`src/rtl/cpu_timing_pkg.sv`:
```
// rtl/cpu_timing_pkg.sv - shared beat-timing types and constants for the sequencer and decoder
package cpu_timing_pkg;

    localparam int NBEATS_DEFAULT = 6;

    // Beat indices into the t vector, for the control-signal decoder.
    localparam int T0 = 0;
    localparam int T1 = 1;
    localparam int T2 = 2;
    localparam int T3 = 3;
    localparam int T4 = 4;
    localparam int T5 = 5;

    typedef enum logic [1:0] {
        IDLE = 2'd0,
        RUN  = 2'd1,
        STEP = 2'd2
    } seq_state_e;

endpackage

```
`src/rtl/beat_ring.sv`:
```
// rtl/beat_ring.sv - one-hot beat rotator with clear, load-t0 and hold
module beat_ring #(
    parameter int NBEATS = 6
) (
    input  logic              clk,
    input  logic              rst,
    input  logic              hold_i,
    input  logic              load_i,
    input  logic              clear_i,
    output logic [NBEATS-1:0] t_o
);

    logic [NBEATS-1:0] t_q;
    logic [NBEATS-1:0] t_d;

    // clear beats load, load beats hold; otherwise advance one beat
    always_comb begin
        t_d = t_q;
        if (clear_i) begin
            t_d = '0;
        end else if (load_i) begin
            t_d = {{(NBEATS-1){1'b0}}, 1'b1};
        end else if (!hold_i) begin
            t_d = {t_q[NBEATS-2:0], t_q[NBEATS-1]};
        end
    end

    always_ff @(posedge clk or posedge rst) begin
        if (rst) begin
            t_q <= '0;
        end else begin
            t_q <= t_d;
        end
    end

    assign t_o = t_q;

endmodule

```
`src/rtl/beat_sequencer.sv`:
```
// rtl/beat_sequencer.sv - run/halt/single-step controller producing the one-hot beat vector
module beat_sequencer #(
    parameter int NBEATS = 6,
    parameter int CNT_W  = 16
) (
    input  logic              clk,
    input  logic              rst,
    input  logic              run,
    input  logic              step,
    input  logic              halt_req,
    input  logic              mem_wait,
    input  logic              last_beat,
    output logic [NBEATS-1:0] t,
    output logic              cycle_start,
    output logic              running,
    output logic [CNT_W-1:0]  instr_cnt
);

    import cpu_timing_pkg::*;

    seq_state_e       state_q, state_d;
    logic             cs_q, cs_d;
    logic             pend_q, pend_d;
    logic [CNT_W-1:0] cnt_q, cnt_d;

    logic ring_hold;
    logic ring_load;
    logic ring_clear;
    logic boundary;

    beat_ring #(
        .NBEATS (NBEATS)
    ) u_ring (
        .clk     (clk),
        .rst     (rst),
        .hold_i  (ring_hold),
        .load_i  (ring_load),
        .clear_i (ring_clear),
        .t_o     (t)
    );

    assign boundary = last_beat | t[NBEATS-1];

    always_comb begin
        state_d    = state_q;
        cs_d       = 1'b0;
        pend_d     = pend_q;
        cnt_d      = cnt_q;
        ring_hold  = 1'b1;
        ring_load  = 1'b0;
        ring_clear = 1'b0;
        case (state_q)
            IDLE: begin
                pend_d = 1'b0;
                if (run) begin
                    state_d   = RUN;
                    ring_load = 1'b1;
                    cs_d      = 1'b1;
                end else if (step) begin
                    state_d   = STEP;
                    ring_load = 1'b1;
                    cs_d      = 1'b1;
                end
            end
            RUN, STEP: begin
                // A stall freezes the beat but still remembers a halt request.
                if (mem_wait) begin
                    if (halt_req) begin
                        pend_d = 1'b1;
                    end
                end else if (boundary) begin
                    cnt_d = cnt_q + CNT_W'(1);
                    if (state_q == STEP || pend_q || halt_req) begin
                        state_d    = IDLE;
                        ring_clear = 1'b1;
                        pend_d     = 1'b0;
                    end else begin
                        ring_load = 1'b1;
                        cs_d      = 1'b1;
                    end
                end else begin
                    ring_hold = 1'b0;
                    if (halt_req) begin
                        pend_d = 1'b1;
                    end
                end
            end
            default: begin
                state_d    = IDLE;
                ring_clear = 1'b1;
                pend_d     = 1'b0;
            end
        endcase
    end

    always_ff @(posedge clk or posedge rst) begin
        if (rst) begin
            state_q <= IDLE;
            cs_q    <= 1'b0;
            pend_q  <= 1'b0;
            cnt_q   <= '0;
        end else begin
            state_q <= state_d;
            cs_q    <= cs_d;
            pend_q  <= pend_d;
            cnt_q   <= cnt_d;
        end
    end

    assign cycle_start = cs_q;
    assign running     = (state_q != IDLE);
    assign instr_cnt   = cnt_q;

endmodule

```
`config.mk`:
```
export PLATFORM = sky130hd
export DESIGN_NAME = beat_sequencer
export DESIGN_NICKNAME = d
export VERILOG_FILES = /design/src/rtl/cpu_timing_pkg.sv /design/src/rtl/beat_ring.sv /design/src/rtl/beat_sequencer.sv
export SDC_FILE = /design/constraint.sdc
export NUM_CORES = 1
export LEC_CHECK = 0
export BUFFER_PORTS_ARGS = -buffer_cell sky130_fd_sc_hd__buf_2
export CAP_MARGIN = 10
export CORE_MARGIN = 5
export CORE_UTILIZATION = 55
export DETAILED_ROUTE_END_ITERATION = 16
export PLACE_DENSITY_LB_ADDON = 0.08
export SETUP_SLACK_MARGIN = 0.3
export SLEW_MARGIN = 10
export SYNTH_ARGS = -nofsm -noshare
export SYNTH_HDL_FRONTEND = slang
export SYNTH_HIERARCHICAL = 1
export SYNTH_SLANG_ARGS = --single-unit
```
`constraint.sdc`:
```
create_clock -name clk -period 3.9 [get_ports clk]
set_input_delay 0.39 -clock clk [delete_from_list [all_inputs] [get_ports clk]]
set_output_delay 0.39 -clock clk [all_outputs]
set_load 0.05 [all_outputs]
```
==> reports/metrics.yaml <==
synthesis:
  synthSimpleGateAreaFrac: 0.175
  syn-num-nets: 119
  seq_area_frac_synth: 0.530
  synth_top_area_share: 0.530
  postSynthCellCount: 108
  ys_seq_elements: 26
  avgSynthCellArea_um2: 11.4
  synth_top_family_by_area: "simple AND/OR/NAND/NOR gates"
  synth_adder_area_share: 0.0407
  synth_area_leaders: "dfrtp_1 (53%), xnor2_1 (10%), mux2i_1 (4.9%)"
  synth_compound_area_frac: 0.0591
  ys_warn_count: 6
  synthMuxAreaShare: 0.0580
  synth_xor_area_frac: 0.107
  syn_area_um2: 1230
  ys_types: 29
  synth_top_cell_by_area: "dfrtp_1"
worst_setup_path:
  r2r_slack_ns: 1.69
  required_ns: 4.07
  end_kind: "register"
  cp-start-kind: "register"
  arrival_ns: 2.38
  cp_max_fo: 7
  path_class: "reg -> reg"
routing:
  post_drt_via_cell_ratio: 5.35
  wl_per_cell_um: 13.6
  drt-total-wl_um: 2310
  first_iter_violations: 20
  firstDrtPassIters: 4
  antenna_left: 0
  vias: 909
  drcViolationCount: 0
clocking:
  cts_buffers: 3
  cts.sinks: 26
  postCtsSetupBuffers: 0
  ctsLongestPathBuffers: 2
  clk_latency_ns: 0.31
  path_clk_slew_ns: 0.12
  cts_tree: "done"
  cts.htree.levels: 1
  cts_root_buf: "clkbuf_4"
global_routing:
  grt_start_max_net_pins: 21
  grt_pass1_vias: 935
  grt_pass1_wl_um: 4110
  grt_overflow: 0
  antenna_found_initial: 0
  grtUsageTotal: 0.157
power_and_ir_drop:
  clockPowerShare: 0.142
  p_leak_nw: 0.756
  p_comb_frac: 0.460
  seq_power_share: 0.398
  irDropWorstVdd_v: 0.000540
  p_sw_frac: 0.458
  p_int_uw: 492
  p_per_area_nw_per_um2: 626
  p_switching_uw: 415
die:
  dieArea_um2: 3280
  pin_count: 31
  row_count: 17
  die_x_um: 57.3
  initial_core_util: 0.566
  coreArea_um2: 2170
  die_height_um: 57.3
timing:
  tightest_slew_ns: 0.720
  period_minus_slack_ns: 2.21
  rsz0062_at_grt: "false"
  finalSetupViolCount: 0
  finClkSkew_ns: 0.00495
  post-route-period-util: 0.565
  drv_slew: 0
  fin_tns_setup_ns: 0
  final-hold-violation-count: 0
  max_freq_ghz: 0.453
  slew_headroom: 0.519
finish:
  drive_gt1_frac: 0.282
  final_util: 0.668
  area_delta_synth_final_pct: 17.9
  nets: 154
  diodes: 0
placed_design:
  gp_congestion: 0.751
  io_buffers: 30
  dpl.hpwl_um: 1820
job:
  maxCapViolCount: 0
run_status:
  status: "complete, no violations"
min_path:
  hold_class: "in -> reg"
-- cell usage after synthesis --
cell type and number:
a21boi_0 2, a21oi_1 3, a2bb2oi_1 1, and2_1 1
and3_1 2, and3_2 1, and4_1 1, buf_6 1
dfrtp_1 26, ha_1 4, inv_1 6, inv_2 1
mux2_2 1, mux2i_1 6, nand2_1 7, nand3_1 8
nand4_1 5, nor2_1 2, nor3_1 6, nor4_1 1
nor4_4 1, nor4b_1 1, o21ai_0 2, o21ba_2 1
o21bai_1 1, o22ai_1 1, or4_2 1, xnor2_1 14
xor2_1 1
-- power by group through the flow --
stage          clock [mW]  sequential, mW  combinational [mW]
2_1_floorplan           0           0.476               0.217
3_3_place_gp            0           0.363               0.407
3_5_place_dp            0           0.367               0.417
4_1_cts             0.138           0.361               0.418
5_1_grt             0.149           0.369               0.451
6_report            0.129           0.361               0.417
-- registers in the layout (all words and copies together), names as in the netlist --
register / cells
instr_cnt: 16
cycle_start: 1
state_q: 2
pend_q: 1
u_ring/t_o: 6
-- worst max-delay path, stage by stage, from the launching register on --
cell and delay, ns:
dfrtp_1 0.37, inv_1 0.08, ha_1 0.39, nor4b_1 0.19, a21oi_1 0.28, a21boi_0 0.62, nor3_1 0.14
-- final timing paths --
check | from | to | cells after the start
max | state_q[0] | u_ring/t_o[2] | 6
min | halt_req | pend_q | 3
max reg2reg | state_q[0] | u_ring/t_o[2] | 6
min reg2reg | instr_cnt[15] | instr_cnt[15] | 1
max in group asynchronous | rst | state_q[0] | 3
min in group asynchronous | rst | u_ring/t_o[4] | 3
-- cell type report --
class | instances | area [µm²]
inverters | 7 | 26.3
clock buffers | 4 | 36.3
multi-input cells | 74 | 541
flip-flops and latches | 26 | 651
fillers | 191 | 721
repair buffers | 31 | 160
well taps | 28 | 35.0
-- layer usage --
metal	vias to the layer above	part of all wire	global-route usage
met1	436	0.44	0.206
li1	452	-	-
met2	17	0.50	0.254
met3	4	0.045	0.0249
met5	-	0	0
met4	0	0.016	0.0762
-- logic make-up (layout without fill, tap and decap cells) --
group / after synthesis / in the layout
flip-flops: 26 / 26
buffers and inverters: 8 / 42
adder cells (fa/ha/maj): 4 / 4
AO/OA/AOI/OAI: 11 / 11
XOR/XNOR: 15 / 15
multiplexers: 7 / 7
AND/OR/NAND/NOR: 37 / 37
-- cells in the final DEF (no fill, tap or decap), types with 2 or more instances in the layout --
cell / synthesis / layout
a21boi_0: 2 / 2
a21oi_1: 3 / 3
and3_1: 2 / 2
buf_2: 0 / 30
clkbuf_4: 0 / 3
dfrtp_1: 26 / 26
ha_1: 4 / 4
inv_1: 6 / 6
mux2i_1: 6 / 6
nand2_1: 7 / 7
nand3_1: 8 / 8
nand4_1: 5 / 5
nor2_1: 2 / 2
nor3_1: 6 / 6
o21ai_0: 2 / 2
xnor2_1: 14 / 14
-- stage by stage --
| step | total power, mW | cells | worst slack [ns] | hold slack [ns] | area, µm² |
|---|---|---|---|---|---|
| finish | 0.907 | 170 | 1.69 | 0.342 | 1450 |
| global placement | 0.770 | 165 | 1.80 | 0.316 | 1400 |
| detailed placement | 0.783 | 165 | 1.74 | 0.321 | 1400 |
| global route | 0.969 | 170 | 1.57 | 0.331 | 1450 |
| CTS | 0.918 | 170 | 1.73 | 0.321 | 1450 |
| floorplan | 0.692 | 108 | 1.99 | 0.181 | 1230 |
-- timing repair --
action	in CTS	in global routing
endpoints found under the hold margin	6	0
hold buffers	1	0
gates resized for setup	0	0
Power figures use the tool's default switching activity.
